`src/rtl/pipeline_ctrl.sv`:
```
// rtl/pipeline_ctrl.sv - stall/flush/redirect controller for the 5-stage RV64 pipeline
module pipeline_ctrl #(
    parameter int PC_W  = 64,
    parameter int CNT_W = 32
) (
    input  logic             clk,
    input  logic             rst,
    input  logic             if_stall_req,
    input  logic             id_stall_req,
    input  logic             id_flush,
    input  logic             mem_stall_req,
    input  logic             ex_trap_req,
    input  logic             ex_mret_req,
    input  logic [PC_W-1:0]  mtvec_i,
    input  logic [PC_W-1:0]  mepc_i,
    output logic [4:0]       stall_o,
    output logic [4:0]       flush_o,
    output logic             redirect_ena_o,
    output logic [PC_W-1:0]  redirect_pc_o,
    output logic             trap_busy_o,
    output logic [CNT_W-1:0] stall_cnt_o
);

    typedef enum logic [1:0] {
        IDLE     = 2'd0,
        DRAIN    = 2'd1,
        REDIRECT = 2'd2
    } state_t;

    state_t           state;
    logic [PC_W-1:0]  target;
    logic [CNT_W-1:0] stall_cnt;
    logic [4:0]       stall;
    logic [4:0]       flush;
    logic             trap_any;

    assign trap_any = ex_trap_req | ex_mret_req;

    // Held low during reset so every output reads zero without a clock edge.
    always_comb begin
        stall = 5'b00000;
        flush = 5'b00000;
        if (!rst) begin
            case (state)
                IDLE: begin
                    if (mem_stall_req) begin
                        stall = 5'b01111;
                        flush = 5'b10000;
                    end else if (trap_any) begin
                        stall = 5'b00001;
                        flush = 5'b00110;
                    end else if (id_stall_req) begin
                        stall = 5'b00011;
                        flush = 5'b00100;
                    end else if (id_flush) begin
                        flush = 5'b00010;
                    end else if (if_stall_req) begin
                        stall = 5'b00001;
                        flush = 5'b00010;
                    end
                end
                DRAIN: begin
                    if (mem_stall_req) begin
                        stall = 5'b01111;
                        flush = 5'b10000;
                    end else begin
                        stall = 5'b00001;
                        flush = 5'b00110;
                    end
                end
                REDIRECT: begin
                    flush = 5'b00110;
                end
                default: begin
                    stall = 5'b00000;
                    flush = 5'b00000;
                end
            endcase
        end
    end

    always_ff @(posedge clk or posedge rst) begin
        if (rst) begin
            state  <= IDLE;
            target <= '0;
        end else begin
            case (state)
                IDLE: begin
                    // The target is captured even when a mem stall defers the accept.
                    if (trap_any) begin
                        target <= ex_trap_req ? mtvec_i : mepc_i;
                        state  <= mem_stall_req ? DRAIN : REDIRECT;
                    end
                end
                DRAIN: begin
                    if (!mem_stall_req) begin
                        state <= REDIRECT;
                    end
                end
                REDIRECT: begin
                    if (!if_stall_req) begin
                        state <= IDLE;
                    end
                end
                default: begin
                    state <= IDLE;
                end
            endcase
        end
    end

    always_ff @(posedge clk or posedge rst) begin
        if (rst) begin
            stall_cnt <= '0;
        end else if (stall[0] && (stall_cnt != {CNT_W{1'b1}})) begin
            stall_cnt <= stall_cnt + {{(CNT_W-1){1'b0}}, 1'b1};
        end
    end

    assign stall_o        = stall;
    assign flush_o        = flush;
    assign redirect_ena_o = (state == REDIRECT);
    assign redirect_pc_o  = target;
    assign trap_busy_o    = (state != IDLE);
    assign stall_cnt_o    = stall_cnt;

endmodule

```
`config.mk`:
```
export PLATFORM = sky130hd
export DESIGN_NAME = pipeline_ctrl
export DESIGN_NICKNAME = d
export VERILOG_FILES = /design/src/rtl/pipeline_ctrl.sv
export SDC_FILE = /design/constraint.sdc
export NUM_CORES = 1
export LEC_CHECK = 0
export CAP_MARGIN = 0
export CORE_ASPECT_RATIO = 1.25
export CORE_MARGIN = 3
export CORE_UTILIZATION = 40
export CTS_CLUSTER_DIAMETER = 100
export DETAILED_ROUTE_END_ITERATION = 6
export PLACE_DENSITY = 0.78
export RECOVER_POWER = 100
export SETUP_SLACK_MARGIN = 0.05
export SYNTH_ARGS = -nofsm -noshare
export SYNTH_HDL_FRONTEND = slang
export SYNTH_SLANG_ARGS = --single-unit
export TNS_END_PERCENT = 10
```
`constraint.sdc`:
```
create_clock -name clk -period 3.8 [get_ports clk]
set_input_delay 0.76 -clock clk [delete_from_list [all_inputs] [get_ports clk]]
set_output_delay 0.76 -clock clk [all_outputs]
set_load 0.05 [all_outputs]
```
Word level (Yosys, flattened, before mapping)
Index checks and enable logic that the tools add are counted.
- register bits: 98
- input bits: 136
- output and inout port bits: 108
- logic and storage cells: 38
- add/subtract/negate cells: 1
- equal/unequal tests: 6
- multiplexer cells: 22
- bitwise operators: 1
- reductions and logical operators: 5
- operators by type and width (kind ; number):
    two-way mux 64 bit ; 1
    adder 32 x 1 -> 32 bit, second input constant ; 1
    inequality test 32 bit, second input constant ; 1
    two-way mux 2 bit ; 8
    two-way mux 5 bit ; 3
    case mux 5 bit (3 select lines) ; 1
    two-way mux 4 bit ; 3
    case mux 4 bit (2 select lines) ; 1
    two-way mux 3 bit ; 2
    inequality test 2 bit, second input constant ; 3
    case mux 2 bit (3 select lines) ; 1
    AND reduction 3 bit ; 1
    equality test 2 x 1 -> 1 bit, second input constant ; 1
    equality test 2 bit, second input constant ; 1
    logical NOT 2 bit ; 1
    two-way mux 1 bit ; 2
    AND reduction 2 bit ; 1
    nonzero test 2 bit ; 1
    logical AND 1 bit ; 1
    OR 1 bit ; 1

Logic depth before layout (Yosys ltp)
Gate-level depths: netlist of run 1.
- depth after elaboration: 8
- depth in mapped cells: 7
- mapped depth without buffers: 6

Least setup slack after synthesis of run 1
No wires, ideal clock.
- path type: input -> output
- start: input ex_trap_req
- end: output stall_o[1]
- data arrival time: 2396 ps
- data required time: 3040 ps
- setup slack: 644 ps
- stages: 4
- buffers on the path: 1
- path through: buf_1 > nor3_1 > a21oi_1 > nor3_1
- word-level cells in the longest chain between the ends: 5
- RTL lines (item ; line ; RTL):
    start: declaration ; 12 ; input logic ex_trap_req,
    OR 1 bit ; 37 ; assign trap_any = ex_trap_req | ex_mret_req;
    two-way mux 2 bit ; 49 ; end else if (trap_any) begin
    two-way mux 4 bit ; 46 ; if (mem_stall_req) begin
    case mux 4 bit (2 select lines) ; 44 ; case (state)
    two-way mux 4 bit ; 43 ; if (!rst) begin
    end: declaration ; 16 ; output logic [4:0] stall_o,
Every way passes these cells.

Worst setup path after layout of run 1
- start: input ex_mret_req
- end: output flush_o[2]
- word-level cells in the longest chain between the ends: 5
- RTL lines (item ; line ; RTL):
    start: declaration ; 13 ; input logic ex_mret_req,
    OR 1 bit ; 37 ;
    two-way mux 3 bit ; 49 ;
    two-way mux 5 bit ; 46 ;
    case mux 5 bit (3 select lines) ; 44 ;
    two-way mux 5 bit ; 43 ;
    end: declaration ; 17 ; output logic [4:0] flush_o,
Every way passes these cells.

==> impl_metrics.env, run 1 <==
export IMPL_outcome="finished with violations"
export IMPL_violations="capacitance limit, slew limit"
export IMPL_ant_nets=0
export IMPL_grt_total_usage=0.207
export IMPL_hold_class="reg -> reg"
export IMPL_cts_tree="done"
export IMPL_cts_sinks=98
export IMPL_path_cells="dlygate4sd3_1 -> or3_1 -> o21ai_0 -> a21oi_1 -> dlygate4sd3_1"
export IMPL_antenna_found_initial=0
export IMPL_cts_buffers=9
export IMPL_synthFlopType="dfrtp_1"
export IMPL_first_iter_violations=118
export IMPL_ctsHoldBuffers=0
export IMPL_critPathKind="in -> out"
export IMPL_final_cell_mix="clkdlybuf4s50_1, dlygate4sd3_1, dfrtp_1"
export IMPL_hold_viol=0
export IMPL_diodes=0
export IMPL_synth_edff_count=0
export IMPL_drt_wirelength_per_cell_um=16.2
export IMPL_ir_worst_vdd_uv=407
export IMPL_r2r_end="stall_cnt_o[30]"
export IMPL_cts_resized=0
export IMPL_yosysTopAreaCellShare=0.517
export IMPL_synth_largest_area_cell="dfrtp_1"
export IMPL_startpoint="ex_mret_req"
export IMPL_syn_avg_cell_area_um2=10.4
export IMPL_worstReg2RegStart="stall_cnt_o[0]"
export IMPL_path_common_cell="dlygate4sd3_1"
export IMPL_worst_pin_slew_ns=2.12
export IMPL_power_leakage_nw=3.39
export IMPL_clk_pin_slew_worst_paths_ns=0.06
export IMPL_syn_inst=458
export IMPL_num_rows=43
export IMPL_die_w_um=103
export IMPL_fmax_mhz=282
export IMPL_startpoint_type="input port"
export IMPL_synth_seq_cells=98
export IMPL_cpPeakStageDelay_ns=0.77
export IMPL_ys_warn_count=0
export IMPL_cts_buffer_depth=2
export IMPL_grt_pass1_vias=4373
export IMPL_routed_wl_um=13800
export IMPL_rsz0062_at_grt="false"
export IMPL_cpLargestDelayFamily="buffers and inverters"
export IMPL_report_final_slew_viol_count=58
export IMPL_layout_commonest_cell="clkdlybuf4s50_1"
export IMPL_rr_worst_depth=6
export IMPL_timing_final_crit_share=0.933
export IMPL_netlist_area_um2=4740
export IMPL_cts_setup_buffers=0
export IMPL_holdWs_ns=0.471
export IMPL_vias_per_cell=5.02
export IMPL_core_um2=11400
export IMPL_firstDrtPassIters=4
export IMPL_ys_top_cells_by_area="dfrtp_1, mux2i_1, o21ai_0, nand2_1, xor2_1"
export IMPL_seq_area_frac_synth=0.517
export IMPL_cpMaxStageDelayCell="dlygate4sd3_1"
export IMPL_cap_violations=2
export IMPL_die_h_um=128
export IMPL_yosysUniqueCellTypes=41
export IMPL_fin_nets=825
export IMPL_crit_fanout=3
export IMPL_area_delta_synth_final_pct=58.4
export IMPL_cp_arrival_ns=2.79
export IMPL_clock_latency_ns=0.34
export IMPL_grt_pass1_wl_um=21400
export IMPL_crit_required_ns=3.04
export IMPL_drc=0
export IMPL_setup_worst_path_end="flush_o[2]"
export IMPL_grt_max_degree=91
export IMPL_synth_async_reset_ratio=1.00
export IMPL_setup_violations=0
export IMPL_drive_gt1_frac=0.0447
export IMPL_finalCriticalPeriod_ns=3.55
export IMPL_io_buffers=240
export IMPL_num_io_pins=244
export IMPL_die_area_um2=13200
export IMPL_htree_levels=3
export IMPL_dp_hpwl_um=10900
export IMPL_hp_start="redirect_pc_o[39]"
export IMPL_skew_ns=0.00693
export IMPL_worst_path_buf_inv=2
export IMPL_overflow=0
export IMPL_maxSlewHeadroom=-0.415
export IMPL_cts_root_buf="clkbuf_16"
export IMPL_endpoint_kind="primary output"
export IMPL_reg2reg_slack_ns=1.02
export IMPL_timing_setup_tns_ns=0
export IMPL_cp_depth=5
export IMPL_cellPowerDensity_nw_per_um2=568
export IMPL_start_util=0.418
export IMPL_num_vias=4264
export IMPL_holdPathStages=2
export IMPL_gp_congestion=0.900
==> cell usage after synthesis, types with 2 or more instances <==
master     n
nand2_1   84
a21oi_1    3
and4_1     5
buf_4      5
dfrtp_1   98
buf_1      8
or3_1      2
mux2i_1   64
nor4_2     6
xor2_1    19
nor2_1     8
clkbuf_1  14
and2_1     4
inv_1      4
xnor2_1   11
nand3_1   10
o21ai_0   68
nor4_1     2
nor2b_1    2
nand4_1   10
nor3_1    11
==> stage by stage <==
step                 util  instances  instance area, um^2  setup WS [ns]  total power, W
floorplan               -        460                 4750          0.478         0.00270
global placement    0.641        834                 7280          0.438         0.00346
detailed placement  0.641        834                 7280          0.397         0.00350
CTS                 0.668        850                 7580          0.387         0.00443
global route        0.662        850                 7510          0.163         0.00447
finish              0.662        850                 7510          0.253         0.00427
==> sequential cells by signal, indices dropped and copies added (netlist names) <==
signal,cells
stall_cnt_o,32
state,2
redirect_pc_o,64
==> worst min-delay path by stage <==
| stage | to |
|---|---|
| after detailed placement | redirect_pc_o[39] |
| final | redirect_pc_o[39] |
| after global routing | redirect_pc_o[24] |
| after CTS | redirect_pc_o[39] |
| after global placement | redirect_pc_o[0] |
| after floorplan | state[0] |
==> routing by layer <==
layer  GRT usage  wire, um
met1       0.237      5100
met2       0.366      7130
met3      0.0572      1300
met4      0.0686       254
met5           0         0
==> where the power goes <==
group	switching (W)	leakage, nW	total (W)	internal [W]
clock network	0.000400	0.143	0.000916	0.000516
logic	0.00132	2.03	0.00191	0.000599
registers	0.000152	1.22	0.00144	0.00129
total	0.00187	3.39	0.00427	0.00240
==> worst reg2reg max path: stages, from the launching register on <==
cell and delay (ns):
dfrtp_1 0.41, ha_1 0.23, and2_1 0.17, nand4_1 0.18
a2111oi_0 1.23, nand3_1 0.24, xnor2_1 0.21
==> logic make-up (layout without fill, tap and decap cells) <==
family / count (synthesis) / count (layout) / synth area share
AND/OR/NAND/NOR: 154 / 154 / 0.167
flip-flops: 98 / 98 / 0.517
AO/OA/AOI/OAI: 77 / 77 / 0.0895
multiplexers: 64 / 64 / 0.135
buffers and inverters: 33 / 266 / 0.0319
XOR/XNOR: 30 / 30 / 0.0554
adder cells (fa/ha/maj): 1 / 1 / 0.00264
other: 1 / 3 / 0.000791
==> final cells by class <==
type / count / area (um^2)
Clock buffer: 9 / 225
Fill cell: 922 / 3840
Inverter: 4 / 15.0
Tap cell: 157 / 196
Timing Repair Buffer: 246 / 2450
Multi-Input combinational cell: 329 / 2100
Sequential cell: 98 / 2450
Clock inverter: 7 / 76.3
(Power assumes the default switching activity.)
==> inputs of run 2 (changes only) <==
--- a/config.mk
+++ b/config.mk
@@ -11,6 +11,7 @@
 export CORE_UTILIZATION = 40
 export CTS_CLUSTER_DIAMETER = 100
 export DETAILED_ROUTE_END_ITERATION = 6
+export GPL_TIMING_DRIVEN = 1
 export PLACE_DENSITY = 0.78
 export RECOVER_POWER = 100
 export SETUP_SLACK_MARGIN = 0.05
==> results of run 2 <==
The final DEF is identical to that of run 1; final timing and power are the same.
==> inputs of run 3 (changes only) <==
--- a/config.mk
+++ b/config.mk
@@ -5,7 +5,6 @@
 export SDC_FILE = /design/constraint.sdc
 export NUM_CORES = 1
 export LEC_CHECK = 0
-export CAP_MARGIN = 0
 export CORE_ASPECT_RATIO = 1.25
 export CORE_MARGIN = 3
 export CORE_UTILIZATION = 40
==> results of run 3 <==
The final DEF is identical to that of run 1; final timing and power are the same.
